--- src/rtl/trim_length_ctrl_pkg.sv ---
// Shared encodings for the trim length controller: configuration modes and
// controller states, used by the RTL and its testbench.
package trim_length_ctrl_pkg;

  typedef logic [1:0] mode_t;
  typedef logic [1:0] state_t;

  localparam mode_t MODE_QUEUE = 2'b00;
  localparam mode_t MODE_FIXED = 2'b01;
  localparam mode_t MODE_PASS  = 2'b10;

  localparam state_t ST_QUEUE = 2'd0;
  localparam state_t ST_FIXED = 2'd1;
  localparam state_t ST_PASS  = 2'd2;
  localparam state_t ST_FLUSH = 2'd3;

  // The reserved mode 2'b11 behaves exactly like PASS.
  function automatic state_t mode_to_state(input mode_t mode);
    case (mode)
      MODE_QUEUE: return ST_QUEUE;
      MODE_FIXED: return ST_FIXED;
      default:    return ST_PASS;
    endcase
  endfunction

endpackage

--- src/rtl/trim_length_fifo.sv ---
// Length queue: circular buffer with a registered head word, occupancy count
// and a registered not-full flag so the writer never sees the reader's pop.
module trim_length_fifo #(
  parameter int WIDTH = 16,
  parameter int ITEMS = 16,
  localparam int AW = $clog2(ITEMS),
  localparam int CW = AW + 1
) (
  input  logic             clk,
  input  logic             reset,
  input  logic             clear,
  input  logic             push,
  input  logic [WIDTH-1:0] din,
  input  logic             pop,
  output logic [WIDTH-1:0] head,
  output logic [CW-1:0]    count,
  output logic             not_full
);

  logic [WIDTH-1:0] mem [ITEMS];
  logic [AW-1:0]    wr_ptr;
  logic [AW-1:0]    rd_ptr;
  logic [AW-1:0]    rd_next;
  logic [CW-1:0]    count_next;

  assign rd_next = rd_ptr + 1'b1;

  always_comb begin
    count_next = count;
    if (push && !pop)
      count_next = count + 1'b1;
    else if (pop && !push)
      count_next = count - 1'b1;
  end

  always_ff @(posedge clk) begin
    if (push)
      mem[wr_ptr] <= din;
  end

  // The head register tracks the oldest word; a word pushed into an empty (or
  // just emptied) queue bypasses the array so it is visible the next cycle.
  always_ff @(posedge clk) begin
    if (reset) begin
      wr_ptr   <= '0;
      rd_ptr   <= '0;
      count    <= '0;
      head     <= '0;
      not_full <= 1'b0;
    end else if (clear) begin
      wr_ptr   <= '0;
      rd_ptr   <= '0;
      count    <= '0;
      not_full <= 1'b1;
    end else begin
      if (push)
        wr_ptr <= wr_ptr + 1'b1;
      if (pop)
        rd_ptr <= rd_next;
      count    <= count_next;
      not_full <= (count_next != CW'(ITEMS));
      if (pop) begin
        if (count > CW'(1))
          head <= mem[rd_next];
        else if (push)
          head <= din;
      end else if (push && count == '0) begin
        head <= din;
      end
    end
  end

endmodule

--- src/rtl/trim_length_ctrl.sv ---
// Trim length controller: chooses between queued, fixed and pass-through
// lengths for the trimming unit and keeps served/underrun statistics.
module trim_length_ctrl
  import trim_length_ctrl_pkg::*;
#(
  parameter int LENGTH_WIDTH = 16,
  parameter int FIFO_ITEMS   = 16,
  parameter int CNT_WIDTH    = 32
) (
  input  logic                        clk,
  input  logic                        reset,
  input  logic [LENGTH_WIDTH-1:0]     in_length,
  input  logic                        in_vld,
  output logic                        in_rdy,
  input  logic [1:0]                  cfg_mode,
  input  logic [LENGTH_WIDTH-1:0]     cfg_default_len,
  input  logic                        cfg_flush,
  output logic [LENGTH_WIDTH-1:0]     length,
  output logic                        length_ready,
  input  logic                        length_next,
  input  logic                        stat_clear,
  output logic [CNT_WIDTH-1:0]        stat_served,
  output logic [CNT_WIDTH-1:0]        stat_underrun,
  output logic [$clog2(FIFO_ITEMS):0] fifo_state
);

  state_t                      state;
  state_t                      state_next;
  logic                        fifo_clear;
  logic                        push;
  logic                        pop;
  logic                        not_full;
  logic [LENGTH_WIDTH-1:0]     head;
  logic [$clog2(FIFO_ITEMS):0] count;

  // A flush pulse blocks writes in its own cycle so nothing lands in the
  // queue that is about to be discarded.
  assign fifo_clear = cfg_flush || (state == ST_FLUSH);
  assign in_rdy     = not_full && !fifo_clear;
  assign push       = in_vld && in_rdy;
  assign pop        = (state == ST_QUEUE) && length_next && (count != '0);
  assign fifo_state = count;

  trim_length_fifo #(
    .WIDTH (LENGTH_WIDTH),
    .ITEMS (FIFO_ITEMS)
  ) u_fifo (
    .clk      (clk),
    .reset    (reset),
    .clear    (fifo_clear),
    .push     (push),
    .din      (in_length),
    .pop      (pop),
    .head     (head),
    .count    (count),
    .not_full (not_full)
  );

  // Mode changes wait for a cycle without a consume so the trimming unit never
  // sees the source switch under an in-flight handshake.
  always_comb begin
    state_next = state;
    if (cfg_flush)
      state_next = ST_FLUSH;
    else if (state == ST_FLUSH || !length_next)
      state_next = mode_to_state(cfg_mode);
  end

  always_ff @(posedge clk) begin
    if (reset)
      state <= ST_QUEUE;
    else
      state <= state_next;
  end

  always_comb begin
    length       = head;
    length_ready = 1'b0;
    case (state)
      ST_QUEUE: length_ready = (count != '0);
      ST_FIXED: begin
        length       = cfg_default_len;
        length_ready = 1'b1;
      end
      ST_PASS: begin
        length       = '1;
        length_ready = 1'b1;
      end
      default: length_ready = 1'b0;
    endcase
  end

  // Counters saturate at all ones; a clear in the same cycle as an increment wins.
  always_ff @(posedge clk) begin
    if (reset || stat_clear) begin
      stat_served   <= '0;
      stat_underrun <= '0;
    end else if (length_next) begin
      if (length_ready && stat_served != '1)
        stat_served <= stat_served + 1'b1;
      if (!length_ready && stat_underrun != '1)
        stat_underrun <= stat_underrun + 1'b1;
    end
  end

endmodule

--- config.mk ---
export PLATFORM = sky130hd
export DESIGN_NAME = trim_length_ctrl
export DESIGN_NICKNAME = d
export VERILOG_FILES = /design/src/rtl/trim_length_ctrl_pkg.sv /design/src/rtl/trim_length_fifo.sv /design/src/rtl/trim_length_ctrl.sv
export SDC_FILE = /design/constraint.sdc
export NUM_CORES = 1
export LEC_CHECK = 0
export ABC_AREA = 1
export CAP_MARGIN = 40
export CORE_MARGIN = 2
export CORE_UTILIZATION = 40
export DETAILED_ROUTE_END_ITERATION = 8
export PLACE_DENSITY = 0.66
export SYNTH_ARGS = -nofsm -noshare
export SYNTH_HDL_FRONTEND = slang
export SYNTH_SLANG_ARGS = --single-unit
--- constraint.sdc ---
create_clock -name clk -period 2.2 [get_ports clk]
set_input_delay 0.66 -clock clk [delete_from_list [all_inputs] [get_ports clk]]
set_output_delay 0.66 -clock clk [all_outputs]
set_load 0.05 [all_outputs]
==> impl_metrics.json, run 1 <==
{
  "irDropWorstVdd_mv": 0.787,
  "setup_ws_ps": -363,
  "r2r_slack_ps": -210,
  "worst_slew_pin_slew_ps": 495,
  "r2r-start": "state[0]",
  "fin_skew_ps": 27.4,
  "dp_cells": 2487,
  "antenna_found_initial": 0,
  "clockBufferDepth": 3,
  "fin_cells": 2582,
  "setup_violations": 141,
  "ios": 127,
  "finalHoldViolations": 0,
  "grt_pass1_wl_um": 73000,
  "period_minus_slack_ps": 2560,
  "yosysSeqAreaShare_pct": 59.1,
  "synthCells": 1776,
  "num_vias": 13300,
  "worstHoldStart": "u_fifo.head[10]",
  "cts_tree": "built",
  "ant_nets": 0,
  "grt_use_met2_pct": 38.1,
  "min_period_over_period_pct": 116,
  "crit_chain": "inv_2 > ha_4 > inv_4 > nor2_4 > clkbuf_16 > a21oi_4 > buf_6",
  "die_h_um": 206,
  "rows": 73,
  "status": "finished with violations",
  "layout-drive-gt1-share_pct": 21.2,
  "wl_um": 48100,
  "slew_violations": 0,
  "dr.first_iter.drc_count": 1027,
  "dp_hpwl_um": 32100,
  "cts.clk_slew.worst_paths_ps": 60,
  "reg2reg_depth": 17,
  "cts_root_buf": "clkbuf_16",
  "fmax_mhz": 390,
  "avgSynthCellArea_um2": 9.15,
  "synth_seq_cells": 352,
  "num_antenna_cells": 0,
  "fin_nets": 2082,
  "critPathSlowestCell": "dfxtp_2",
  "cp_top_family": "buffers and inverters",
  "max_stage_delay_ps": 330,
  "worstPathBufferInverterCount": 4,
  "htreeDepth": 2,
  "syn_area_um2": 16300,
  "min_to": "u_fifo.head[10]",
  "placed_area_um2": 19100,
  "design_area_um2": 21300,
  "clk_latency_ps": 570,
  "worstHoldPathType": "flip-flop to flip-flop",
  "dp_slack_ps": -243,
  "grt_max_degree": 87,
  "dr.pass1.iters": 5,
  "leakage_nw": 7.59,
  "gp_congestion": 0.906,
  "yosysWarnings": 0,
  "gr-usage-all-layers_pct": 22.5,
  "maxSlewHeadroom_pct": 66.7,
  "wl_per_cell_um": 18.6,
  "hold_slack_ps": 463,
  "yosysUniqueCellTypes": 38,
  "cellPowerDensity_nw_per_um2": 730,
  "gr-usage-met3_pct": 3.18,
  "fillCellCount": 3473,
  "busiest_layer": "met2",
  "fp.dieW_um": 206,
  "synth_ff_type": "edfxtp_1",
  "path_max_fanout": 4,
  "rsz0062_at_grt": "yes",
  "die_area_um2": 42300,
  "cts.sinks": 352,
  "grt_util_met1_pct": 28.8,
  "syn2layout_area_growth_pct": 31.3,
  "core_um2": 39900,
  "seqCellArea_um2": 9620,
  "port_buffers": 126,
  "r2r-end": "u_fifo.head[15]",
  "arrival_ps": 1900,
  "grt_overflow": 0,
  "hold_path_depth": 2,
  "violations": "setup timing",
  "multiInputGateArea_um2": 6470,
  "numCtsBuffers": 39,
  "grt_pass1_vias": 13000,
  "start_kind": "flip-flop",
  "crit_path_end_kind": "output pin",
  "start_util_pct": 40.7,
  "drc": 0,
  "crit_type": "flip-flop to output pin",
  "ys_async_sr_fraction_pct": 0,
  "required_ps": 1540,
  "syn_nets": 1831,
  "cap_violations": 0,
  "via_per_inst": 5.17,
  "synth-edff-count": 256
}
[what timing repair did]
item                       CTS  global route
setup endpoints to repair   21           299
buffers inserted            17             4
pin swaps                    7            10
gates resized for setup     83            87
gates cloned                 4             2
hold buffers                 0             0
[report_power, final]
group	switching, mW	total [mW]	leakage (nW)	internal (mW)
logic	0.938	1.54	3.85	0.604
registers	0.0156	7.15	3.08	7.13
clock network	2.74	6.88	0.656	4.14
total	3.70	15.6	7.59	11.9
[through the flow]
step | utilization [%] | setup TNS (ps) | total power [mW]
6_report | 53.4 | -15780 | 15.6
5_1_grt | 53.4 | -32060 | 16.0
4_1_cts | 52.4 | -8640 | 15.6
3_5_place_dp | 47.8 | -50420 | 8.57
3_3_place_gp | 47.7 | -51120 | 8.55
2_1_floorplan | - | -1410 | 7.97
[cells in the mapped netlist (2+ instances only)]
| cell type | count | area (um2) |
|---|---|---|
| nand3b_1 | 8 | 60.1 |
| nor2_1 | 399 | 1500 |
| ha_1 | 15 | 188 |
| o21ai_0 | 144 | 721 |
| inv_2 | 5 | 18.8 |
| edfxtp_1 | 256 | 7690 |
| clkinv_2 | 3 | 15.0 |
| nand3_1 | 122 | 611 |
| xnor2_1 | 6 | 52.6 |
| buf_6 | 5 | 56.3 |
| nor3_1 | 25 | 125 |
| dfxtp_1 | 96 | 1920 |
| buf_4 | 12 | 90.1 |
| a21oi_2 | 4 | 35.0 |
| nor3_2 | 5 | 50.1 |
| clkbuf_1 | 39 | 146 |
| nand3_4 | 2 | 35.0 |
| nand3_2 | 5 | 50.1 |
| nand2_1 | 344 | 1290 |
| a21oi_1 | 106 | 531 |
| nor2_2 | 4 | 25.0 |
| o211ai_1 | 16 | 120 |
| nand4_1 | 7 | 43.8 |
| nor2_4 | 4 | 45.0 |
| buf_1 | 4 | 15.0 |
| nand2_4 | 2 | 22.5 |
| nand2_2 | 7 | 43.8 |
| buf_2 | 22 | 110 |
| inv_1 | 68 | 255 |
| xor2_1 | 33 | 289 |
[sequential cells by signal, summed over array words and instances, names as in the netlist]
signal and count:
u_fifo.rd_ptr 4, u_fifo.head 16, u_fifo.count 5, u_fifo.not_full 1, u_fifo.mem 256, state 2, stat_served 32, stat_underrun 32
u_fifo.wr_ptr 4
[cell families (layout without fill, tap and decap cells)]
kind of cell             after synthesis  after routing  share of synthesized area [%]
AND/OR/NAND/NOR                      938            938                           24.2
flip-flops                           352            352                           59.1
AO/OA/AOI/OAI                        272            272                           8.85
buffers and inverters                158            439                           4.35
XOR/XNOR                              41             41                           2.30
adder cells (fa/ha/maj)               15             15                           1.15
[metal layers]
| metal | up-vias | wire length [um] |
|---|---|---|
| li1 | 6491 | - |
| met1 | 6342 | 19800 |
| met2 | 422 | 23800 |
| met3 | 92 | 2760 |
| met4 | 0 | 1740 |
| met5 | - | 0 |
[worst reg2reg max path: cells and delay by family (launching register included)]
family,cells,cell delay [ps]
AOI/OAI and AO/OA,2,240
adders and majority gates,1,150
buffers and inverters,10,1270
DFF,1,330
and+or+nand+nor,4,280
[cells in the final DEF (no fill, tap or decap), types with 4 or more instances in the layout]
master,n
ha_1,11
nor3_1,25
nor2_1,366
buf_8,7
edfxtp_1,256
buf_6,45
o211ai_1,16
nand3_2,4
clkdlybuf4s50_1,38
inv_1,62
nand2_8,5
nand3b_1,8
nand2_4,4
nor2_4,29
a21oi_2,15
nand2_1,337
buf_4,170
dfxtp_1,90
a21oi_4,11
nand4_1,7
clkbuf_1,9
o21ai_0,144
a21oi_1,85
nand3_1,121
clkinv_2,6
xor2_1,33
inv_2,8
nor2_2,12
bufinv_16,5
clkbuf_16,43
nor3_2,5
nand3_4,4
xnor2_1,6
buf_12,24
nand2_2,7
[final cells by class]
type	count	share of cell area, %
well taps	525	3.08
inverters	76	1.45
flip-flops and latches	352	45.1
clock inverters	18	1.22
clock buffers	53	5.16
repair buffers	292	13.6
multi-input cells	1266	30.3
[how the worst max path moves through the flow]
| stage | from | end | slack, ps | depth (start not counted) |
|---|---|---|---|---|
| floorplan | state[0] | length[0] | -210 | 6 |
| global placement | state[0] | length[1] | -430 | 6 |
| detailed placement | cfg_flush | u_fifo.mem[0][9] | -240 | 7 |
| CTS | state[0] | length[1] | -410 | 7 |
| global route | state[1] | length[8] | -420 | 7 |
| finish | state[0] | length[8] | -360 | 7 |
Power figures use the tool's default switching activity.
==> run 2: changes to the inputs <==
--- a/config.mk
+++ b/config.mk
@@ -7,10 +7,12 @@
 export LEC_CHECK = 0
 export ABC_AREA = 1
 export CAP_MARGIN = 40
+export CELL_PAD_IN_SITES_DETAIL_PLACEMENT = 0
+export CELL_PAD_IN_SITES_GLOBAL_PLACEMENT = 1
 export CORE_MARGIN = 2
 export CORE_UTILIZATION = 40
 export DETAILED_ROUTE_END_ITERATION = 8
-export PLACE_DENSITY = 0.66
+export PLACE_DENSITY = 0.8
 export SYNTH_ARGS = -nofsm -noshare
 export SYNTH_HDL_FRONTEND = slang
 export SYNTH_SLANG_ARGS = --single-unit
==> impl_metrics.json, run 2 (synthesis gave the netlist of run 1 again) <==
{
  "cts_root_buf": "clkbuf_16",
  "layout_commonest_cell": "nor2_1",
  "cap_violations": 0,
  "period_minus_slack_ps": 2540,
  "arrival_ps": 1880,
  "dr.first_iter.drc_count": 1083,
  "grt_overflow": 0,
  "max_stage_delay_ps": 340,
  "dr.pass1.iters": 5,
  "crit_path_end_kind": "output pin",
  "clk_latency_ps": 530,
  "gr-usage-all-layers_pct": 22.1,
  "r2r-start": "u_fifo.rd_ptr[0]",
  "crit_chain": "inv_2 > ha_4 > inv_4 > nor2_4 > buf_12 > buf_12 > a21oi_2 > buf_6",
  "min_period_over_period_pct": 116,
  "path_max_fanout": 8,
  "fin_nets": 2033,
  "crit_top_cell": "buf_12",
  "fillCellCount": 3542,
  "hold_path_depth": 2,
  "cp_top_family": "buffers and inverters",
  "rsz0062_at_grt": "yes",
  "core_um2": 39900,
  "slew_violations": 0,
  "rows": 73,
  "finalHoldViolations": 0,
  "worst_slew_pin_slew_ps": 543,
  "irDropWorstVdd_mv": 0.557,
  "start_util_pct": 40.7,
  "setup_ws_ps": -345,
  "start_kind": "flip-flop",
  "r2r_slack_ps": 130,
  "cts.sinks": 352,
  "dp_slack_ps": -277,
  "syn2layout_area_growth_pct": 27.0,
  "gp_congestion": 0.885,
  "antenna_found_initial": 1,
  "wl_per_cell_um": 18.7,
  "num_antenna_cells": 0,
  "num_vias": 13300,
  "grt_pass1_wl_um": 71000,
  "top_regs": "u_fifo.mem: 256 flops, stat_served: 32 flops, stat_underrun: 32 flops",
  "htreeDepth": 2,
  "largest_reg_flops": 256,
  "totalPowerFinal_mw": 15.1,
  "final_cell_mix": "382 x nor2_1, 342 x nand2_1, 256 x edfxtp_1",
  "fmax_mhz": 393,
  "grt_max_degree": 87,
  "worstHoldPathType": "flip-flop to flip-flop",
  "dp_hpwl_um": 31900,
  "required_ps": 1540,
  "crit_type": "flip-flop to output pin",
  "worstPathBufferInverterCount": 5,
  "numCtsBuffers": 39,
  "ant_nets": 0,
  "clockBufferDepth": 3,
  "cellPowerDensity_nw_per_um2": 730,
  "hold_buffers": 0,
  "cts_tree": "built",
  "status": "finished with violations",
  "ios": 127,
  "fin_skew_ps": 10.5,
  "critical_path_depth": 8,
  "setup_violations": 18,
  "die_h_um": 206,
  "reg2reg_depth": 8,
  "wl_um": 47400,
  "crit_start": "state[0]",
  "cts.clk_slew.worst_paths_ps": 60,
  "largest-register": "u_fifo.mem",
  "grt_pass1_vias": 12500,
  "die_area_um2": 42300,
  "violations": "setup timing",
  "layout-drive-gt1-share_pct": 18.0,
  "maxSlewHeadroom_pct": 63.4,
  "via_per_inst": 5.25,
  "critPathSlowestCell": "dfxtp_2",
  "fp.dieW_um": 206,
  "leakage_nw": 7.29,
  "worstHoldStart": "u_fifo.head[11]",
  "drc": 0,
  "port_buffers": 126
}
run 2: changes by cell type in the layout (fill, tap and decap cells not counted), sizes merged:
cell         previous run  this run
buf                   249       202
clkbuf                 55        48
clkinv                 13        20
dlygate4sd2             3         1
bufinv                  5         4
inv                    74        73
run 2: worst min-delay path, cell delays in order, from the launching register on:
cell and delay, ps:
dfxtp_1 310, nand2_1 60, a21oi_1 50
run 2: power breakdown:
part / internal, mW / leakage, nW / switching (mW)
clock network: 3.89 / 0.631 / 2.58
logic: 0.543 / 3.58 / 0.898
registers: 7.13 / 3.08 / 0.0171
run 2: timing repair:
| item | 4_1_cts | 5_1_grt |
|---|---|---|
| setup buffers | 7 | 3 |
| resized for setup | 51 | 8 |
| setup endpoints to repair | 19 | 34 |
| cloned | 1 | 2 |
| pin swaps | 7 | 8 |
run 2: routing by layer:
| metal | GRT usage (%) | part of all wire [%] | vias to the layer above |
|---|---|---|---|
| met2 | 34.9 | 46 | 485 |
| li1 | - | - | 6390 |
| met4 | 8.76 | 3.6 | 0 |
| met3 | 3.94 | 7.5 | 89 |
| met5 | 0 | 0 | - |
| met1 | 30.2 | 43 | 6318 |
run 2: final timing paths:
kind                     end
max                length[2]
min          u_fifo.head[11]
max reg2reg   u_fifo.head[5]
min reg2reg  u_fifo.head[11]
run 2: final cells by class:
class                      count  area (um2)  area share, %
clock buffer                  46        1050           5.11
clock inverter                23         218           1.05
timing repair buffer         243        2570           12.5
sequential                   352        9620           46.6
inverter                      76         304           1.47
tap                          525         657           3.18
multi-input combinational   1266        6210           30.1
run 2: per-stage QoR:
| step | hold WS, ps | TNS, ps | util, % | area [um2] | instances |
|---|---|---|---|---|---|
| after floorplan | 444 | -1410 | - | 16400 | 1776 |
| after global placement | 454 | -53560 | 47.5 | 19000 | 2450 |
| after detailed placement | 457 | -66060 | 47.5 | 19000 | 2450 |
| after CTS | 467 | -6200 | 51.4 | 20500 | 2527 |
| after global routing | 495 | -6880 | 51.7 | 20600 | 2531 |
| final | 463 | -5490 | 51.7 | 20600 | 2531 |
==> run 3: changes to the inputs <==
--- a/config.mk
+++ b/config.mk
@@ -13,6 +13,7 @@
 export CORE_UTILIZATION = 40
 export DETAILED_ROUTE_END_ITERATION = 8
 export PLACE_DENSITY = 0.8
+export SKIP_LAST_GASP = 1
 export SYNTH_ARGS = -nofsm -noshare
 export SYNTH_HDL_FRONTEND = slang
 export SYNTH_SLANG_ARGS = --single-unit
==> impl_metrics.json, run 3 (synthesis gave the netlist of run 1 again) <==
{
  "status": "finished with violations",
  "violations": "setup timing",
  "cts_root_buf": "clkbuf_16",
  "cp_top_family": "buffers and inverters",
  "maxSlewHeadroom_pct": 62.4,
  "syn2layout_area_growth_pct": 27.0,
  "worstPathBufferInverterCount": 5,
  "reg2reg_depth": 8,
  "ant_nets": 0,
  "critical_path_depth": 8,
  "gp_congestion": 0.885,
  "final_cell_mix": "382 x nor2_1, 342 x nand2_1, 256 x edfxtp_1",
  "crit_chain": "inv_2 > ha_4 > inv_4 > nor2_4 > buf_12 > buf_12 > a21oi_2 > buf_6",
  "die_h_um": 206,
  "fin_nets": 2033,
  "min_to": "u_fifo.head[11]",
  "hold_slack_ps": 465,
  "dp_slack_ps": -277,
  "wl_met2_um": 21900,
  "irDropWorstVdd_mv": 0.559,
  "grt_pass1_vias": 12500,
  "wl_um": 47300,
  "cap_violations": 0,
  "grt_pass1_wl_um": 71000,
  "r2r-end": "u_fifo.head[5]",
  "wl_per_cell_um": 18.7,
  "hold_buffers": 0,
  "crit_type": "flip-flop to output pin",
  "top_layer_used": "met4",
  "rsz0062_at_grt": "yes",
  "fin_setup_tns_ps": -5480,
  "ios": 127,
  "max_stage_delay_ps": 340,
  "cts_tree": "built",
  "critPathSlowestCell": "dfxtp_2",
  "layout-drive-gt1-share_pct": 18.0,
  "crit_path_end_kind": "output pin",
  "largest-register": "u_fifo.mem",
  "die_area_um2": 42300,
  "rows": 73,
  "clockBufferDepth": 3,
  "grt_overflow": 0,
  "arrival_ps": 1880,
  "drt-met1-wl_um": 20100,
  "hold_path_depth": 2,
  "cellPowerDensity_nw_per_um2": 729,
  "dr.pass1.iters": 5,
  "layout_commonest_cell": "nor2_1",
  "period_minus_slack_ps": 2540,
  "htreeDepth": 2,
  "fin_skew_ps": 10.6,
  "fp.dieW_um": 206,
  "clk_latency_ps": 520,
  "required_ps": 1540,
  "cts.sinks": 352,
  "worst_slew_pin_slew_ps": 558,
  "via_per_inst": 5.22,
  "port_buffers": 126,
  "fmax_mhz": 393,
  "start_kind": "flip-flop",
  "path_max_fanout": 8,
  "leakage_nw": 7.29,
  "worstHoldPathType": "flip-flop to flip-flop",
  "drc": 0,
  "worstHoldStart": "u_fifo.head[11]",
  "finalHoldViolations": 0,
  "totalPowerFinal_mw": 15.1,
  "slew_violations": 0,
  "grt_max_degree": 87,
  "met3_wirelength_um": 3570,
  "top_regs": "u_fifo.mem: 256 flops, stat_served: 32 flops, stat_underrun: 32 flops",
  "num_antenna_cells": 0,
  "cts.clk_slew.worst_paths_ps": 60,
  "gr-usage-all-layers_pct": 22.1,
  "setup_ws_ps": -344,
  "start_util_pct": 40.7,
  "numCtsBuffers": 39,
  "min_period_over_period_pct": 116,
  "setup_violations": 18,
  "r2r-start": "u_fifo.rd_ptr[0]",
  "core_um2": 39900,
  "num_vias": 13200,
  "largest_reg_flops": 256,
  "dp_hpwl_um": 31900,
  "antenna_found_initial": 1,
  "crit_top_cell": "buf_12",
  "dr.first_iter.drc_count": 1050,
  "r2r_slack_ps": 120
}
## run 3: what timing repair did
action | CTS | global route
resized for setup | 51 | 8
setup buffers | 7 | 3
pin swaps | 7 | 7
gates cloned | 1 | 2
setup endpoints to repair | 19 | 34
## run 3: worst max path at each step
stage / slack [ps] / start / end
after global routing: -420 / state[0] / length[9]
after floorplan: -210 / state[0] / length[0]
final: -340 / state[0] / length[2]
after global placement: -240 / cfg_flush / u_fifo.not_full
after CTS: -380 / state[0] / length[13]
after detailed placement: -280 / cfg_flush / u_fifo.mem[6][2]
## run 3: layer usage
layer  track usage (%)  vias up
met5                 0        -
met4              8.76        0
met3              3.94       89
met2              34.9      468
met1              30.2     6279
li1                  -     6388
## run 3: area by class of cell
class	instances	area, um2
multi-input cells	1266	6210
clock inverters	23	218
clock buffers	46	1050
fillers	3542	19300
well taps	525	657
inverters	76	304
flip-flops and latches	352	9620
repair buffers	243	2570
## run 3: stage by stage
step / instances / util [%] / cell area (um2)
after global placement: 2450 / 47.5 / 19000
after detailed placement: 2450 / 47.5 / 19000
after CTS: 2527 / 51.4 / 20500
after floorplan: 1776 / - / 16400
after global routing: 2531 / 51.7 / 20600
final: 2531 / 51.7 / 20600
## run 3: tightest hold or removal path, delay by kind of cell (launching register included)
family             cells  cell delay, ps
and+or+nand+nor        1              60
AOI/OAI and AO/OA      1              50
DFF                    1             310
## run 3: power breakdown
group          leakage, nW  total, mW  internal [mW]  switching (mW)
Clock                0.631       6.46           3.89            2.57
Sequential            3.08       7.15           7.13          0.0171
Combinational         3.58       1.44          0.543           0.897
Total                 7.29       15.1           11.6            3.49
==> RTL change 1: new RTL, flow settings as in run 2 <==
The parameter `LENGTH_WIDTH` goes from 16 to 32.
--- a/src/rtl/trim_length_ctrl.sv
+++ b/src/rtl/trim_length_ctrl.sv
@@ -4,5 +4,5 @@
   import trim_length_ctrl_pkg::*;
 #(
-  parameter int LENGTH_WIDTH = 16,
+  parameter int LENGTH_WIDTH = 32,
   parameter int FIFO_ITEMS   = 16,
   parameter int CNT_WIDTH    = 32
Ports: changed (resized cfg_default_len, in_length and length); port bits go from 127 to 175. The function was not compared with the original's and may differ.
==> RTL change 1 against run 2 <==
- sequential power increased by 79%
- synthesized area increased by 69%
- count of clock-buffer cells in the layout increased by 45
- critical endpoint is now length[1]
- hold slack improved by 0.037 ns
- via count increased by 60%
- the flow still finishes with violations (setup timing)
- critical path depth decreased by 1
- design area increased by 68%
- synthesized cell count increased by 55%
- setup slack got worse by 0.17 ns
- total power increased by 76%
- sequential cell count increased by 272
- wire length increased by 70%
- non-clock buffer count increased by 128
==> RTL change 1: results (changes against run 2) <==
met3 Resource Use GR=0.0266 (was 0.0394); PwrDens=763 nW/um^2 (was 730 nW/um^2); largest fanout on the critical path=6 (was 8); xor and xnor area share after synthesis=0.0127 (was 0.0230); Nets=3,127 (was 2,033); total CTS buffers=69 (was 39); compound-cell area share of the yosys netlist=0.0740 (was 0.0885); I/O Buffers=174 (was 126); Met2 Routed Length=39,300 um (was 22,000 um); worst hold start=stat_served[7] (was u_fifo.head[11]); final setup violation count=41 (was 18); syn_nets=2,832 (was 1,831); Reg area=17,600 um^2 (was 9620 um^2); DP Area=31,600 um^2 (was 19,000 um^2); largest net degree at the start of global routing=86 (was 87); setup TNS=-16.39 ns (was -5.49 ns); power share of the clock group=0.422 (was 0.430); Post-CTS Resized=64 (was 51); final hold slack=0.501 ns (was 0.463 ns); most common library cells after synthesis=810 x nand2_1, 512 x edfxtp_1, 315 x nand3_1 (was 399 x nor2_1, 344 x nand2_1, 256 x edfxtp_1); detailed-routing wirelength on met1=33,600 um (was 20,100 um); DRT iter0 DRCs=1,843 (was 1,083); static leakage=12.7 nW (was 7.29 nW); htree depth=3 (was 2); DP Worst Slack=-0.462 ns (was -0.277 ns); M1 GR Usage=0.286 (was 0.302); worst setup margin=-0.512 ns (was -0.345 ns); sequential power=12.8 mW (was 7.15 mW); outcome=finished with violations (unchanged); largest cells by area after synthesis=edfxtp_1 56%, nand2_1 11%, dfxtp_1 8.2%, nand3_1 5.8%, nor2_1 3.3% (was edfxtp_1 47%, dfxtp_1 12%, nor2_1 9.2%, nand2_1 7.9%, o21ai_0 4.4%); sw frac=0.239 (was 0.232); r2r setup slk=-0.01 ns (was 0.13 ns); placed insts=3,812 (was 2,450); worst skew pair latency=0.61 ns (was 0.53 ns); Finished Layout Cells=3,968 (was 2,531); Post-DP HPWL=50,400 um (was 31,900 um); failing checks=setup timing (unchanged); VDD IR-drop max=0.661 mV (was 0.557 mV); adder-cell area share of the yosys netlist=0.00685 (was 0.0115); vias in the first global route=20,625 (was 12,527); fillcell total=5,891 (was 3,542); skew final=0.0192 ns (was 0.0105 ns); FF-to-FF path depth=12 (was 8)
## RTL change 1: worst max path at each step
stage | start | slack (ns) | to | cells past startpoint
floorplan | cfg_flush | -0.28 | u_fifo.mem[0][0] | 5
CTS | state[0] | -0.54 | length[1] | 7
detailed placement | cfg_flush | -0.46 | u_fifo.mem[3][14] | 7
global placement | cfg_flush | -0.45 | u_fifo.mem[3][14] | 7
finish | state[0] | -0.51 | length[1] | 7
global route | state[0] | -0.56 | length[14] | 7
## RTL change 1: cell families (layout without fill, tap and decap cells)
group,after synthesis,count (layout)
AOI/OAI and AO/OA,347,347
xor gates and xnor gates,39,39
adders and majority gates,15,15
buffers and inverters,290,640
DFF,624,624
and+or+nand+nor,1430,1430
## RTL change 1: cell type report
class,count,share of cell area
Clock buffer,91,0.0546
Clock inverter,35,0.00885
Inverter,143,0.0160
Multi-Input combinational cell,1831,0.259
Sequential cell,624,0.509
Tap cell,873,0.0315
Timing Repair Buffer,371,0.121
==> RTL change 2: new RTL, flow settings as in run 2 <==
Made on the original files. Reset style: asynchronous (`reset`), changed in 2 clocked blocks.
--- a/src/rtl/trim_length_fifo.sv
+++ b/src/rtl/trim_length_fifo.sv
@@ -41,5 +41,5 @@
   // The head register tracks the oldest word; a word pushed into an empty (or
   // just emptied) queue bypasses the array so it is visible the next cycle.
-  always_ff @(posedge clk) begin
+  always_ff @(posedge clk or posedge reset) begin
     if (reset) begin
       wr_ptr   <= '0;
--- a/src/rtl/trim_length_ctrl.sv
+++ b/src/rtl/trim_length_ctrl.sv
@@ -67,5 +67,5 @@
   end
 
-  always_ff @(posedge clk) begin
+  always_ff @(posedge clk or posedge reset) begin
     if (reset)
       state <= ST_QUEUE;
Check against the original RTL: differs if reset is asserted again (counterexample within 4 cycles, from zero or initial values and one cycle with reset high); with reset held inactive, the same outputs for 4 cycles.
==> RTL change 2 against run 2 <==
- the run still ends with setup timing left
- wire length is 2.0% lower
- die area is 2.2% higher
- setup slack worse by 0.057 ns
- design area is 2.2% higher
- synthesized area is 2.2% higher
- sequential share of layout area is 0.26 points lower
- total power is 6.3% higher
- sequential cell count stayed put
- clock power hardly changed
- critical path type unchanged
- largest cell class unchanged
- highest routed layer unchanged
==> RTL change 2: results (changes against run 2) <==
Routed WL per cell=17.7 um (was 18.7 um); outcome=finished with violations (unchanged); DP Area=19,500 um^2 (was 19,000 um^2); Data buffer area share=0.122 (was 0.125); worst relative slew slack=0.595 (was 0.634); RD Place Congestion=0.912 (was 0.885); final setup violation count=18 (unchanged); setup TNS=-6.47 ns (was -5.49 ns); Reg2Reg Capture Point=u_fifo.head[15] (was u_fifo.head[5]); failing checks=setup timing (unchanged); detailed-routing wirelength on met1=20,800 um (was 20,100 um); placed insts=2,534 (was 2,450); VDD IR-drop max=0.493 mV (was 0.557 mV); xor and xnor area share after synthesis=0.0162 (was 0.0230); clock buffer count=52 (was 46); reg2reg start=u_fifo.rd_ptr[0] (unchanged); largest cells by area after synthesis=edfxtp_1 46%, nand2_1 11%, nor2_1 9.2%, dfxtp_1 7.7%, dfrtp_1 4.8% (was edfxtp_1 47%, dfxtp_1 12%, nor2_1 9.2%, nand2_1 7.9%, o21ai_0 4.4%); Met2 Routed Length=22,200 um (was 22,000 um); Nets=2,109 (was 2,033); worst setup margin=-0.402 ns (was -0.345 ns); syn_nets=1,906 (was 1,831); initial antenna violation count=0 (was 1); sequential cell count=352 (unchanged); FF-to-FF path depth=10 (was 8); aggregate routed wire length=46,400 um (was 47,400 um); DRT iter0 DRCs=936 (was 1,083); r2r setup slk=0.11 ns (was 0.13 ns); worst skew pair latency=0.56 ns (was 0.53 ns); M1 GR Usage=0.290 (was 0.302)
==> RTL change 2: changes by cell type after synthesis, sizes merged, moves of 8 or more <==
cell    change
a21oi      -25
clkbuf      -8
dfrtp      +32
dfxtp      -32
inv        -16
nand2     +145
nand3      +19
nand3b     +21
nor2       +11
nor3       -28
o211ai     -16
o21ai      -16
xor2       -18
==> RTL change 2: power by group through the flow <==
| stage | combinational, mW | clock (mW) | sequential (mW) |
|---|---|---|---|
| 2_1_floorplan | 1.25 | 0 | 7.51 |
| 5_1_grt | 2.29 | 6.81 | 7.42 |
| 3_3_place_gp | 1.96 | 0 | 7.54 |
| 4_1_cts | 2.15 | 6.57 | 7.40 |
| 3_5_place_dp | 1.98 | 0 | 7.54 |
| 6_report | 2.14 | 6.47 | 7.40 |
==> RTL change 2: timing repair <==
action,in CTS,in global routing
buffers inserted,7,0
hold endpoints to repair,0,0
endpoints found under the setup margin,18,53
cloned,1,4
gates resized for setup,26,10
pin swaps,7,3
